===== src/rtl/traffic_pkg.sv =====
// rtl/traffic_pkg.sv - shared encodings for the traffic-light controller and monitor
package traffic_pkg;

    // Per-direction light encoding, bit order [R,G,Y]
    localparam logic [2:0] RED = 3'b100;
    localparam logic [2:0] GRN = 3'b010;
    localparam logic [2:0] YEL = 3'b001;

    // Phase codes
    localparam logic [1:0] PH_P0 = 2'd0;
    localparam logic [1:0] PH_P1 = 2'd1;
    localparam logic [1:0] PH_P2 = 2'd2;
    localparam logic [1:0] PH_P3 = 2'd3;

    // Bus patterns {A, B}
    localparam logic [5:0] PAT_P0   = {YEL, RED};
    localparam logic [5:0] PAT_P1   = {RED, GRN};
    localparam logic [5:0] PAT_P2   = {RED, YEL};
    localparam logic [5:0] PAT_P3   = {GRN, RED};
    localparam logic [5:0] PAT_IDLE = 6'b111_111;

    // Error codes; 5..7 are reserved
    localparam logic [2:0] ERR_NONE     = 3'd0;
    localparam logic [2:0] ERR_ILLEGAL  = 3'd1;
    localparam logic [2:0] ERR_SKIP     = 3'd2;
    localparam logic [2:0] ERR_EARLY    = 3'd3;
    localparam logic [2:0] ERR_OVERSTAY = 3'd4;

    // Default dwell times in clk cycles
    localparam int DEF_T_SHORT = 5;
    localparam int DEF_T_LONG  = 25;
    localparam int DEF_CNT_W   = 5;

    // Monitor tracking states
    typedef enum logic {
        ST_HUNT  = 1'b0,
        ST_TRACK = 1'b1
    } mon_state_t;

endpackage


===== src/rtl/tl_phase_decode.sv =====
// rtl/tl_phase_decode.sv - classifies a 6-bit light pattern as phase, idle or illegal
module tl_phase_decode
    import traffic_pkg::*;
(
    input  logic [5:0] pat,
    output logic       is_phase,
    output logic [1:0] phase_idx,
    output logic       is_idle,
    output logic       is_illegal
);

    // Exact match against the four phase patterns and IDLE; anything else is illegal
    always_comb begin
        is_phase   = 1'b1;
        phase_idx  = PH_P0;
        is_idle    = 1'b0;
        is_illegal = 1'b0;
        case (pat)
            PAT_P0:   phase_idx = PH_P0;
            PAT_P1:   phase_idx = PH_P1;
            PAT_P2:   phase_idx = PH_P2;
            PAT_P3:   phase_idx = PH_P3;
            PAT_IDLE: begin
                is_phase = 1'b0;
                is_idle  = 1'b1;
            end
            default: begin
                is_phase   = 1'b0;
                is_illegal = 1'b1;
            end
        endcase
    end

endmodule


===== src/rtl/traffic_light_monitor.sv =====
// rtl/traffic_light_monitor.sv - passive phase-order and dwell checker for the traffic-light bus
module traffic_light_monitor
    import traffic_pkg::*;
#(
    parameter int T_SHORT = DEF_T_SHORT,
    parameter int T_LONG  = DEF_T_LONG,
    parameter int CNT_W   = DEF_CNT_W
) (
    input  logic       clk,
    input  logic       rst,
    input  logic [2:0] a_lights,
    input  logic [2:0] b_lights,
    input  logic       err_clr,
    output logic       locked,
    output logic [1:0] phase,
    output logic       cycle_done,
    output logic       err,
    output logic [2:0] err_code,
    output logic [7:0] err_cnt
);

    logic [5:0]       pat;
    logic             is_phase;
    logic [1:0]       phase_idx;
    logic             is_idle;
    logic             is_illegal;

    mon_state_t       state_q, state_d;
    logic [5:0]       prev_pat_q;
    logic             prev_valid_q;
    logic [CNT_W-1:0] dwell_q, dwell_d;
    logic [1:0]       phase_q, phase_d;
    logic             cycle_done_q, cycle_done_d;
    logic             err_q, err_d;
    logic [2:0]       err_code_q, err_code_d;
    logic [7:0]       err_cnt_q, err_cnt_d;

    logic             pat_changed;
    logic [1:0]       phase_next;
    logic [CNT_W-1:0] dur;
    logic             err_hit;
    logic [2:0]       err_new;
    logic             err_base;
    logic [2:0]       err_code_base;
    logic [7:0]       err_cnt_base;

    assign pat = {a_lights, b_lights};

    tl_phase_decode u_decode (
        .pat        (pat),
        .is_phase   (is_phase),
        .phase_idx  (phase_idx),
        .is_idle    (is_idle),
        .is_illegal (is_illegal)
    );

    assign pat_changed = (pat != prev_pat_q);
    assign phase_next  = phase_q + 2'd1;
    // Odd phases are the green ones and get the long dwell
    assign dur         = phase_q[0] ? CNT_W'(T_LONG) : CNT_W'(T_SHORT);

    // Next-state, dwell and error decision for the current sample
    always_comb begin
        state_d      = state_q;
        phase_d      = phase_q;
        dwell_d      = dwell_q;
        cycle_done_d = 1'b0;
        err_hit      = 1'b0;
        err_new      = ERR_NONE;
        if (prev_valid_q) begin
            case (state_q)
                ST_HUNT: begin
                    if (pat_changed) begin
                        if (is_phase) begin
                            state_d = ST_TRACK;
                            phase_d = phase_idx;
                            dwell_d = CNT_W'(1);
                        end else if (is_illegal) begin
                            err_hit = 1'b1;
                            err_new = ERR_ILLEGAL;
                        end
                    end
                end
                ST_TRACK: begin
                    state_d = ST_HUNT;
                    dwell_d = '0;
                    if (is_phase && (phase_idx == phase_q)) begin
                        if (dwell_q < dur) begin
                            state_d = ST_TRACK;
                            dwell_d = dwell_q + CNT_W'(1);
                        end else begin
                            err_hit = 1'b1;
                            err_new = ERR_OVERSTAY;
                        end
                    end else if (is_phase && (phase_idx == phase_next)) begin
                        if (dwell_q == dur) begin
                            state_d      = ST_TRACK;
                            phase_d      = phase_next;
                            dwell_d      = CNT_W'(1);
                            cycle_done_d = (phase_q == PH_P3);
                        end else begin
                            err_hit = 1'b1;
                            err_new = ERR_EARLY;
                        end
                    end else if (is_phase) begin
                        err_hit = 1'b1;
                        err_new = ERR_SKIP;
                    end else if (is_idle) begin
                        state_d = ST_HUNT;
                    end else begin
                        err_hit = 1'b1;
                        err_new = ERR_ILLEGAL;
                    end
                end
                default: state_d = ST_HUNT;
            endcase
        end
    end

    // Sticky error bookkeeping: a clear lands first, then any new error is recorded on top
    always_comb begin
        err_base      = err_clr ? 1'b0 : err_q;
        err_code_base = err_clr ? ERR_NONE : err_code_q;
        err_cnt_base  = err_clr ? 8'd0 : err_cnt_q;
        err_d         = err_base;
        err_code_d    = err_code_base;
        err_cnt_d     = err_cnt_base;
        if (err_hit) begin
            err_d      = 1'b1;
            err_code_d = err_base ? err_code_base : err_new;
            err_cnt_d  = (err_cnt_base == 8'hFF) ? 8'hFF : err_cnt_base + 8'd1;
        end
    end

    // State, history and status registers
    always_ff @(posedge clk or posedge rst) begin
        if (rst) begin
            state_q      <= ST_HUNT;
            prev_pat_q   <= '0;
            prev_valid_q <= 1'b0;
            dwell_q      <= '0;
            phase_q      <= PH_P0;
            cycle_done_q <= 1'b0;
            err_q        <= 1'b0;
            err_code_q   <= ERR_NONE;
            err_cnt_q    <= 8'd0;
        end else begin
            state_q      <= state_d;
            prev_pat_q   <= pat;
            prev_valid_q <= 1'b1;
            dwell_q      <= dwell_d;
            phase_q      <= phase_d;
            cycle_done_q <= cycle_done_d;
            err_q        <= err_d;
            err_code_q   <= err_code_d;
            err_cnt_q    <= err_cnt_d;
        end
    end

    assign locked     = (state_q == ST_TRACK);
    assign phase      = phase_q;
    assign cycle_done = cycle_done_q;
    assign err        = err_q;
    assign err_code   = err_code_q;
    assign err_cnt    = err_cnt_q;

endmodule

===== config.mk =====
export PLATFORM = sky130hd
export DESIGN_NAME = traffic_light_monitor
export DESIGN_NICKNAME = d
export VERILOG_FILES = /design/src/rtl/traffic_pkg.sv /design/src/rtl/tl_phase_decode.sv /design/src/rtl/traffic_light_monitor.sv
export SDC_FILE = /design/constraint.sdc
export NUM_CORES = 1
export LEC_CHECK = 0
export ABC_AREA = 1
export CORE_MARGIN = 1
export CORE_UTILIZATION = 40
export CTS_CLUSTER_SIZE = 12
export DETAILED_ROUTE_END_ITERATION = 7
export GPL_TIMING_DRIVEN = 0
export SYNTH_ARGS = -nofsm -noshare
export SYNTH_HDL_FRONTEND = slang
export SYNTH_SLANG_ARGS = --single-unit
export TNS_END_PERCENT = 5

===== constraint.sdc =====
create_clock -name clk -period 4.41 [get_ports clk]
set_input_delay 0.882 -clock clk [delete_from_list [all_inputs] [get_ports clk]]
set_output_delay 0.882 -clock clk [all_outputs]
set_load 0.05 [all_outputs]

==> impl_metrics.toml, run 1 <==
[detailed_routing]
drt_antenna_net_count = 0
vias_per_cell = 5.015
drt_pre_antenna_iters = 4
remaining_drc_errors = 0
drt-total-wl_mm = 4.008
route.vias.total = 1690
wl_per_cell_um = 11.89
drt_first_iter_violations = 80

[logic_synthesis]
synth-warning-count = 0
yosys-mux-area-fraction_pct = 0
netlist_top_cells_count = "sky130_fd_sc_hd__nand2_1, sky130_fd_sc_hd__inv_1, sky130_fd_sc_hd__nand3_1"
post_synthesis_instance_area_um2 = 1853
count_leader_synth = "sky130_fd_sc_hd__nand2_1"
postSynthRegisterBits = 28
avgSynthCellArea_um2 = 7.182
synth_fp_nets = 274
synthArstFlopShare_pct = 100.0
postSynthCellCount = 258
synth_top_family_by_area = "simple AND/OR/NAND/NOR gates"
synthSimpleGateAreaFrac_pct = 38.49
synth.area.top_cells = "sky130_fd_sc_hd__dfrtp_1, sky130_fd_sc_hd__nand2_1, sky130_fd_sc_hd__nand3_1"
yosys.area.top_type_share_pct = 37.81
synth_top_flop_cell = "sky130_fd_sc_hd__dfrtp_1"
synth_top_area_cell = "sky130_fd_sc_hd__dfrtp_1"
synth_xor_area_share_pct = 2.836
synth_compound_area_share_pct = 6.887
yosys.cell_types.count = 26
synth_fa_ha_area_share_pct = 4.727
synth_enable_flop_cells = 0
synth-seq-area-share_pct = 37.81

[finish]
fillerInstances = 463
final_core_util_pct = 50.28
post_layout_nonfiller_instances = 337
area.growth.synth_to_final_pct = 19.78
drive_above_1_share_pct = 8.421
final_net_count = 302
n_antenna_cell = 0

[hold_path]
hp-class = "reg2reg"

[worst_setup_path]
crit_buf_inv = 3
critPathSlowestCell = "sky130_fd_sc_hd__clkdlybuf4s50_1"
critPathTopFamily = "simple AND/OR/NAND/NOR gates"
timing.critical_path.fanout_max = 10
required_ps = 4630
worstSetupStartpointType = "primary input"
critical_path.most_common_cell = "sky130_fd_sc_hd__nand2_1"
timing.critical_path.slowest_cell_delay_ps = 600
arrival_ps = 2820
cp_cell_sequence = "clkdlybuf4s50_1, inv_2, nor2_2, nand3_2, nand2_2, nand2_1, nand2_2, nand4_4, nand3_2, nand2_4, nand2_4, buf_6, nand2_1, nand2_1"
worstSetupPathType = "in2reg"
cp-end-kind = "register"

[clock_tree]
root_buffer = "sky130_fd_sc_hd__clkbuf_8"
clock-sinks = 28
cts.repair_timing.setup_buffer_count = 0
htree_num_levels = 1
clk_latency_ps = 280
cts-buffers-inserted = 3
ctsHoldBuffers = 0
clk_pin_slew_worst_paths_ps = 100
cts-resized-gates = 0
clock_tree.buffer_depth = 2
tritoncts_clock_tree = "done"

[power]
total_power_mw = 0.9139
peakVddDrop_mv = 0.2228
power_per_cell_area_nw_per_um2 = 411.7
p_leak_nw = 1.166

[global_route]
grt_usage_pct = 17.95
grt_pass1_vias = 1575
largest_net_degree_at_the_start_of_global_routing = 29
grt_pass1_wl_mm = 7.189
grt_antenna_before_repair = 0
global_route.overflow_total = 0

[placed_design]
placed_wire_length_estimate_mm = 2.947
port_buffers = 23
routabilityCongestion = 0.8241
place.detailed.instances = 333

[floorplanning]
die_y_um = 70.06
chipWidth_um = 70.06
fp.coreArea_um2 = 4414
fp-row-count = 24
floorplan.io_pins = 25
initial_core_util_pct = 41.98
die_ar_um2 = 4908

[sta]
slew_viol_final = 0
maxClockFrequency_mhz = 384.8
rsz0062_at_grt = "no"
period_minus_slack_ps = 2599
slew-limit-headroom_pct = 28.65
finalHoldViolCount = 0
final.setup.tns_ps = 0
smallest_hold_slack_ps = 585.3
final.setup_skew_ps = 2.424
setup_violations = 0
min_period_over_period_pct = 58.93
tightest_slew_ps = 1069

[status]
run_status = "complete, no violations"

[flow_run]
timing.max_cap.violations = 0
## per-stage QoR
stage / instance area [µm²] / worst slack [ps]
after floorplan: 1853 / 2071
after global placement: 2148 / 1500
after detailed placement: 2148 / 1502
after CTS: 2220 / 1796
after global routing: 2220 / 1607
final: 2220 / 1811
## report_power, final
group,leakage [nW],switching [mW],internal (mW)
combinational,0.766,0.266,0.124
clock,0.0357,0.0870,0.122
sequential,0.364,0.0278,0.287
## final timing paths
kind	start	to	slack, ps	cells past startpoint
setup / recovery	a_lights[2]	err_cnt[0]$_DFF_PP0_	1810	14
hold / removal	dwell_q[4]$_DFFE_PP0P_	dwell_q[4]$_DFFE_PP0P_	590	2
setup reg to reg	phase[0]$_DFFE_PP0P_	err_cnt[0]$_DFF_PP0_	2130	14
hold reg to reg	dwell_q[4]$_DFFE_PP0P_	dwell_q[4]$_DFFE_PP0P_	590	2
max in group asynchronous	rst	phase[1]$_DFFE_PP0P_	2600	2
min in group asynchronous	rst	prev_pat_q[2]$_DFF_PP0_	1160	2
## worst register-to-register path: cells and delay by family, from the launching register on
kind	cells	cell delay (ps)
AND/OR/NAND/NOR	10	1080
flip-flops	1	470
buffers and inverters	3	340
adder cells (fa/ha/maj)	1	340
## placed cells by master (no fill, tap or decap), types with 2 or more instances in the layout
cell type,count
sky130_fd_sc_hd__xor2_1,6
sky130_fd_sc_hd__dfrtp_1,28
sky130_fd_sc_hd__inv_1,36
sky130_fd_sc_hd__ha_1,7
sky130_fd_sc_hd__a21oi_1,6
sky130_fd_sc_hd__nand2_1,73
sky130_fd_sc_hd__clkdlybuf4s50_1,23
sky130_fd_sc_hd__inv_2,3
sky130_fd_sc_hd__nor3_1,4
sky130_fd_sc_hd__nand2_2,2
sky130_fd_sc_hd__o21ai_0,11
sky130_fd_sc_hd__clkbuf_8,3
sky130_fd_sc_hd__nand4_1,3
sky130_fd_sc_hd__or2_2,3
sky130_fd_sc_hd__o22ai_1,3
sky130_fd_sc_hd__buf_2,2
sky130_fd_sc_hd__nor2_1,21
sky130_fd_sc_hd__nand3_1,35
sky130_fd_sc_hd__nand3_2,3
sky130_fd_sc_hd__nand4_4,2
sky130_fd_sc_hd__nand2_4,2
sky130_fd_sc_hd__nor2_2,2
## flip-flops by register name (all words and copies together) (netlist names)
name / count
dwell_q: 5
prev_pat_q: 6
err: 1
err_cnt: 8
cycle_done: 1
prev_valid_q: 1
locked: 1
err_code: 3
phase: 2
## per-layer routing
layer / GRT usage, % / part of all wire (%) / vias to the layer above
met2: 27.67 / 42 / 37
met4: 4.000 / 0.80 / 0
met3: 2.597 / 4.2 / 4
li1: - / - / 885
met1: 26.55 / 53 / 764
met5: 0 / 0 / -
## area by class of cell
type                    instances  area [µm²]  area share (%)
clock buffers                   3       41.29           1.860
flip-flops and latches         28       700.7           31.57
repair buffers                 23       230.2           10.37
multi-input cells             188       984.7           44.36
well taps                      52       65.06           2.931
plain buffers                   3       21.27          0.9583
inverters                      39       146.4           6.595
clock inverters                 1       30.03           1.353
## kinds of logic (layout without fill, tap and decap cells)
group	count (synthesis)	in the layout
buffers and inverters	42	69
xor gates and xnor gates	6	6
AOI/OAI and AO/OA	23	23
other	1	1
adders and majority gates	7	7
DFF	28	28
and+or+nand+nor	151	151
(Power assumes the default switching activity.)
==> inputs of run 2 (changes only) <==
clock period = 2.4 ns   (was 4.41 ns; I/O delays follow)
==> run 2 against run 1 <==
  * Clock-buffer cell count unchanged
  * Register-to-register slack worse by 1900 ps
  * Die area unchanged
==> impl_metrics.toml, run 2 (synthesis results as in run 1) <==
[finish]
largest_reg_flops = 8
most-common-layout-cells = "sky130_fd_sc_hd__nand2_1, sky130_fd_sc_hd__inv_1, sky130_fd_sc_hd__nand3_1"
drive_above_1_share_pct = 9.474
mostFrequentLayoutCell = "sky130_fd_sc_hd__nand2_1"
final_net_count = 302
post_layout_nonfiller_instances = 337
fin_area_um2 = 2228
area.growth.synth_to_final_pct = 20.26
n_antenna_cell = 0
fillerInstances = 461

[sta]
final.setup_skew_ps = 1.341
slew-limit-headroom_pct = 28.62
slew_viol_final = 0
maxClockFrequency_mhz = 452.8
finalHoldViolCount = 0
rsz0062_at_grt = "no"
min_period_over_period_pct = 92.02
period_minus_slack_ps = 2209
setup_violations = 0
tightest_slew_ps = 1070

[detailed_routing]
wl_per_cell_um = 12.03
drt-total-wl_mm = 4.055
drt_pre_antenna_iters = 4
drt_first_iter_violations = 73
route.vias.total = 1680
remaining_drc_errors = 0
drt_antenna_net_count = 0
vias_per_cell = 4.985

[global_route]
largest_net_degree_at_the_start_of_global_routing = 29
grt_usage_pct = 17.95
global_route.overflow_total = 0
grt_antenna_before_repair = 0
grt_pass1_vias = 1575
grt_pass1_wl_mm = 7.189

[placed_design]
post_dp_cell_area_um2 = 2148
place.detailed.instances = 333
routabilityCongestion = 0.8241
port_buffers = 23
placed_wire_length_estimate_mm = 2.947

[worst_setup_path]
reg2reg_setup_slack_ps = 250
worst_r2r_startpoint = "phase[0]$_DFFE_PP0P_"
crit_buf_inv = 2
required_ps = 2570
critPathTopFamily = "simple AND/OR/NAND/NOR gates"
timing.critical_path.fanout_max = 6
cp_cell_sequence = "clkdlybuf4s50_1, nor2_1, nand3_2, nand2_1, nor2_2, inv_1, nand3_1, nand2_1, nand3_1, o21ai_0, or2_2"
timing.critical_path.slowest_cell_delay_ps = 600
worstSetupStartpointType = "primary input"
r2r-end = "err_cnt[0]$_DFF_PP0_"
arrival_ps = 2380
cp-end-kind = "register"
worstSetupPathType = "in2reg"
critPathSlowestCell = "sky130_fd_sc_hd__clkdlybuf4s50_1"
worst-r2r-cell-count = 14

[power]
peakVddDrop_mv = 0.4099
p_leak_nw = 1.165
power_per_cell_area_nw_per_um2 = 757.3

[clock_tree]
tritoncts_clock_tree = "done"
clock_tree.buffer_depth = 2
cts-buffers-inserted = 3
htree_num_levels = 1
root_buffer = "sky130_fd_sc_hd__clkbuf_8"
clk_pin_slew_worst_paths_ps = 100
clk_latency_ps = 280
clock-sinks = 28

[status]
run_status = "complete, no violations"

[floorplanning]
floorplan.io_pins = 25
initial_core_util_pct = 41.98
die_ar_um2 = 4908
chipWidth_um = 70.06
die_y_um = 70.06
fp-row-count = 24
fp.coreArea_um2 = 4414

[hold_path]
hold_depth = 2
hp-class = "reg2reg"
hold_wc_startpoint = "dwell_q[4]$_DFFE_PP0P_"
worst_hold_path.endpoint = "dwell_q[4]$_DFFE_PP0P_"

[flow_run]
timing.max_cap.violations = 0
## run 2: cell count changes in the layout (fill, tap and decap cells not counted)
cell,previous run,this run
sky130_fd_sc_hd__a22oi_2,0,1
sky130_fd_sc_hd__dfrtp_2,0,1
sky130_fd_sc_hd__nor2_2,2,3
sky130_fd_sc_hd__a22oi_1,1,0
sky130_fd_sc_hd__nor2_1,21,20
sky130_fd_sc_hd__dfrtp_1,28,27
## run 2: worst max-delay path by stage
stage / slack (ps) / start / to / depth (start not counted)
after detailed placement: -110 / a_lights[2] / err_cnt[0]$_DFF_PP0_ / 14
after floorplan: 100 / phase[0]$_DFFE_PP0P_ / err$_DFF_PP0_ / 13
after global routing: 3 / a_lights[2] / err_code[2]$_DFF_PP0_ / 14
after CTS: 50 / phase[0]$_DFFE_PP0P_ / err_cnt[0]$_DFF_PP0_ / 14
final: 190 / a_lights[2] / dwell_q[0]$_DFFE_PP0P_ / 11
after global placement: -110 / a_lights[2] / err_cnt[0]$_DFF_PP0_ / 14
## run 2: per-stage QoR
step | util [%] | hold WS (ps) | TNS [ps] | power (mW) | worst slack [ps]
after floorplan | - | 511.4 | 0 | 1.113 | 101.3
after global placement | 48.67 | 571.3 | -1116 | 1.305 | -107.8
after detailed placement | 48.67 | 559.6 | -1117 | 1.308 | -105.7
after CTS | 50.28 | 576.2 | 0 | 1.701 | 50.39
after global routing | 50.48 | 619.8 | 0 | 1.810 | 2.669
final | 50.48 | 587.4 | 0 | 1.688 | 191.5
## run 2: report_power, final
part | internal [mW] | switching (mW)
logic | 0.231 | 0.492
registers | 0.529 | 0.0519
clock network | 0.224 | 0.160
## run 2: final cells by class
| class | count | area [µm²] | share of cell area, % |
|---|---|---|---|
| Tap cell | 52 | 65.06 | 2.920 |
| Sequential cell | 28 | 701.9 | 31.50 |
| Inverter | 39 | 146.4 | 6.569 |
| Clock buffer | 3 | 41.29 | 1.853 |
| Buffer | 3 | 21.27 | 0.9545 |
| Timing Repair Buffer | 23 | 230.2 | 10.33 |
| Clock inverter | 1 | 30.03 | 1.348 |
| Multi-Input combinational cell | 188 | 992.2 | 44.53 |
## run 2: repair_timing
item                       4_1_cts  5_1_grt
hold buffers                     0        0
setup endpoints to repair        0       11
resized for setup                0        3
buffers inserted                 0        0
## run 2: tightest hold or removal path: cells and delay by family, from the launching register on
family                 cells  cell delay, ps
buffers and inverters      1              70
flip-flops                 1             370
AO/OA/AOI/OAI              1             110
## run 2: routing by layer
metal | share of wire [%] | track usage [%] | wire length, µm | vias up
met5 | 0 | 0 | 0 | -
met4 | 1.4 | 4.000 | 57 | 0
met3 | 3.7 | 2.597 | 151 | 6
met2 | 42 | 27.67 | 1709 | 34
met1 | 53 | 26.55 | 2138 | 758
li1 | - | - | - | 882
==> inputs of run 3 (changes only) <==
clock period = 2.1 ns   (was 2.4 ns; I/O delays follow)
==> run 3 against run 2 <==
  * Sequential cell count unchanged
  * Die area unchanged
  * Clock-buffer cell count increased by 1
  * Non-clock buffer count increased by 4
==> impl_metrics.toml, run 3 (synthesis results as in run 1) <==
[global_route]
global_route.overflow_total = 0
grt_pass1_vias = 1513
grt_pass1_wl_mm = 7.003
grt_usage_pct = 17.86
grt_antenna_before_repair = 0
largest_net_degree_at_the_start_of_global_routing = 29

[sta]
slew-limit-headroom_pct = 28.56
setup_violations = 0
final.setup_skew_ps = 3.065
final.setup.tns_ps = 0
period_minus_slack_ps = 2049
tightest_slew_ps = 1070
slew_viol_final = 0
maxClockFrequency_mhz = 488.1
min_period_over_period_pct = 97.55
finalHoldViolCount = 0
setup_slack_ps = 51.44

[floorplanning]
initial_core_util_pct = 41.98
fp.coreArea_um2 = 4414
chipWidth_um = 70.06
fp-row-count = 24
die_y_um = 70.06
die_ar_um2 = 4908
floorplan.io_pins = 25

[power]
peakVddDrop_mv = 0.4556
power_per_cell_area_nw_per_um2 = 840.7
p_leak_nw = 1.201
total_power_mw = 1.923

[finish]
multiInputGateArea_um2 = 1028
area.growth.synth_to_final_pct = 23.43
largest_reg_flops = 8
seqCellArea_um2 = 701.9
fillerInstances = 443
final_net_count = 306
n_antenna_cell = 0
final_core_util_pct = 51.81
mostFrequentLayoutCell = "sky130_fd_sc_hd__nand2_1"
most-common-layout-cells = "sky130_fd_sc_hd__nand2_1, sky130_fd_sc_hd__inv_1, sky130_fd_sc_hd__nand3_1"
drive_above_1_share_pct = 12.80

[hold_path]
hp-class = "in2reg"

[clock_tree]
clk_latency_ps = 280
clock-sinks = 28
cts-buffers-inserted = 3
clk_pin_slew_worst_paths_ps = 100
root_buffer = "sky130_fd_sc_hd__clkbuf_8"
tritoncts_clock_tree = "done"
clock_tree.buffer_depth = 2
htree_num_levels = 1
ctsHoldBuffers = 0

[worst_setup_path]
r2r-end = "dwell_q[0]$_DFFE_PP0P_"
crit_start = "phase[0]$_DFFE_PP0P_"
worstSetupStartpointType = "register"
worst_setup_path_endpoint = "phase[0]"
worstSetupPathType = "reg2out"
worst_r2r_startpoint = "dwell_q[2]$_DFFE_PP0P_"
reg2reg_setup_slack_ps = 120
required_ps = 1680
cp-end-kind = "primary output"
timing.critical_path.fanout_max = 4
worst-r2r-cell-count = 10
arrival_ps = 1630

[detailed_routing]
drt_pre_antenna_iters = 4
vias_per_cell = 4.959
drt_antenna_net_count = 0
wl_per_cell_um = 12.15
drt-total-wl_mm = 4.144
drt_first_iter_violations = 80
remaining_drc_errors = 0
route.vias.total = 1691

[placed_design]
dp_slack_ps = -340.7
placed_wire_length_estimate_mm = 2.935
port_buffers = 23
routabilityCongestion = 0.8354

[flow_run]
timing.max_cap.violations = 0

[status]
run_status = "complete, no violations"
-- run 3: changes by cell type in the layout (fill, tap and decap cells not counted), moves of 3 or more --
cell                              change
sky130_fd_sc_hd__buf_4                +4
sky130_fd_sc_hd__nor2_1               -3
sky130_fd_sc_hd__dlygate4sd2_1        +3
sky130_fd_sc_hd__clkdlybuf4s50_1      -6
sky130_fd_sc_hd__dlymetal6s2s_1       +3
-- run 3: metal layers --
| metal | vias to the layer above | part of all wire (%) | global-route usage, % |
|---|---|---|---|
| met5 | - | 0 | 0 |
| met1 | 763 | 51 | 25.82 |
| met4 | 0 | 0.87 | 5.333 |
| met3 | 4 | 4.6 | 3.030 |
| met2 | 35 | 44 | 27.24 |
| li1 | 889 | - | - |
-- run 3: how the worst min path moves through the flow --
stage / start / endpoint / slack (ps) / depth (start not counted)
after detailed placement: dwell_q[4]$_DFFE_PP0P_ / dwell_q[4]$_DFFE_PP0P_ / 570 / 2
after CTS: b_lights[1] / prev_pat_q[1]$_DFF_PP0_ / 490 / 1
after floorplan: b_lights[0] / prev_pat_q[0]$_DFF_PP0_ / 450 / 0
after global placement: dwell_q[4]$_DFFE_PP0P_ / dwell_q[4]$_DFFE_PP0P_ / 570 / 2
after global routing: b_lights[2] / prev_pat_q[2]$_DFF_PP0_ / 380 / 1
final: b_lights[2] / prev_pat_q[2]$_DFF_PP0_ / 390 / 1
-- run 3: worst max-delay path, stage by stage, from the launching register on --
cell and delay, ps:
sky130_fd_sc_hd__dfrtp_2 430, sky130_fd_sc_hd__buf_4 130, sky130_fd_sc_hd__clkdlybuf4s50_1 790
-- run 3: layout make-up --
class,instances,area share [%]
clock buffers,4,2.407
plain buffers,3,0.9300
multi-input cells,188,44.97
repair buffers,27,11.54
well taps,52,2.845
flip-flops and latches,28,30.69
inverters,39,6.619
-- run 3: repair_timing --
action                     CTS  global route
gates resized for setup      6            12
hold endpoints to repair     0             0
setup endpoints to repair   11            15
pin swaps                    0             4
buffers inserted             2             2
-- run 3: report_power, final --
group | total (mW) | switching (mW) | internal, mW | leakage, nW
sequential | 0.662 | 0.0576 | 0.605 | 0.363
clock | 0.352 | 0.183 | 0.168 | 0.0288
combinational | 0.909 | 0.604 | 0.305 | 0.809
-- run 3: metrics by stage --
step / std cells / instance area [µm²] / hold WS (ps)
3_3_place_gp: 333 / 2152 / 569.3
4_1_cts: 339 / 2223 / 485.1
6_report: 341 / 2287 / 388.6
5_1_grt: 341 / 2287 / 380.2
3_5_place_dp: 333 / 2152 / 572.8
2_1_floorplan: 258 / 1857 / 451.4
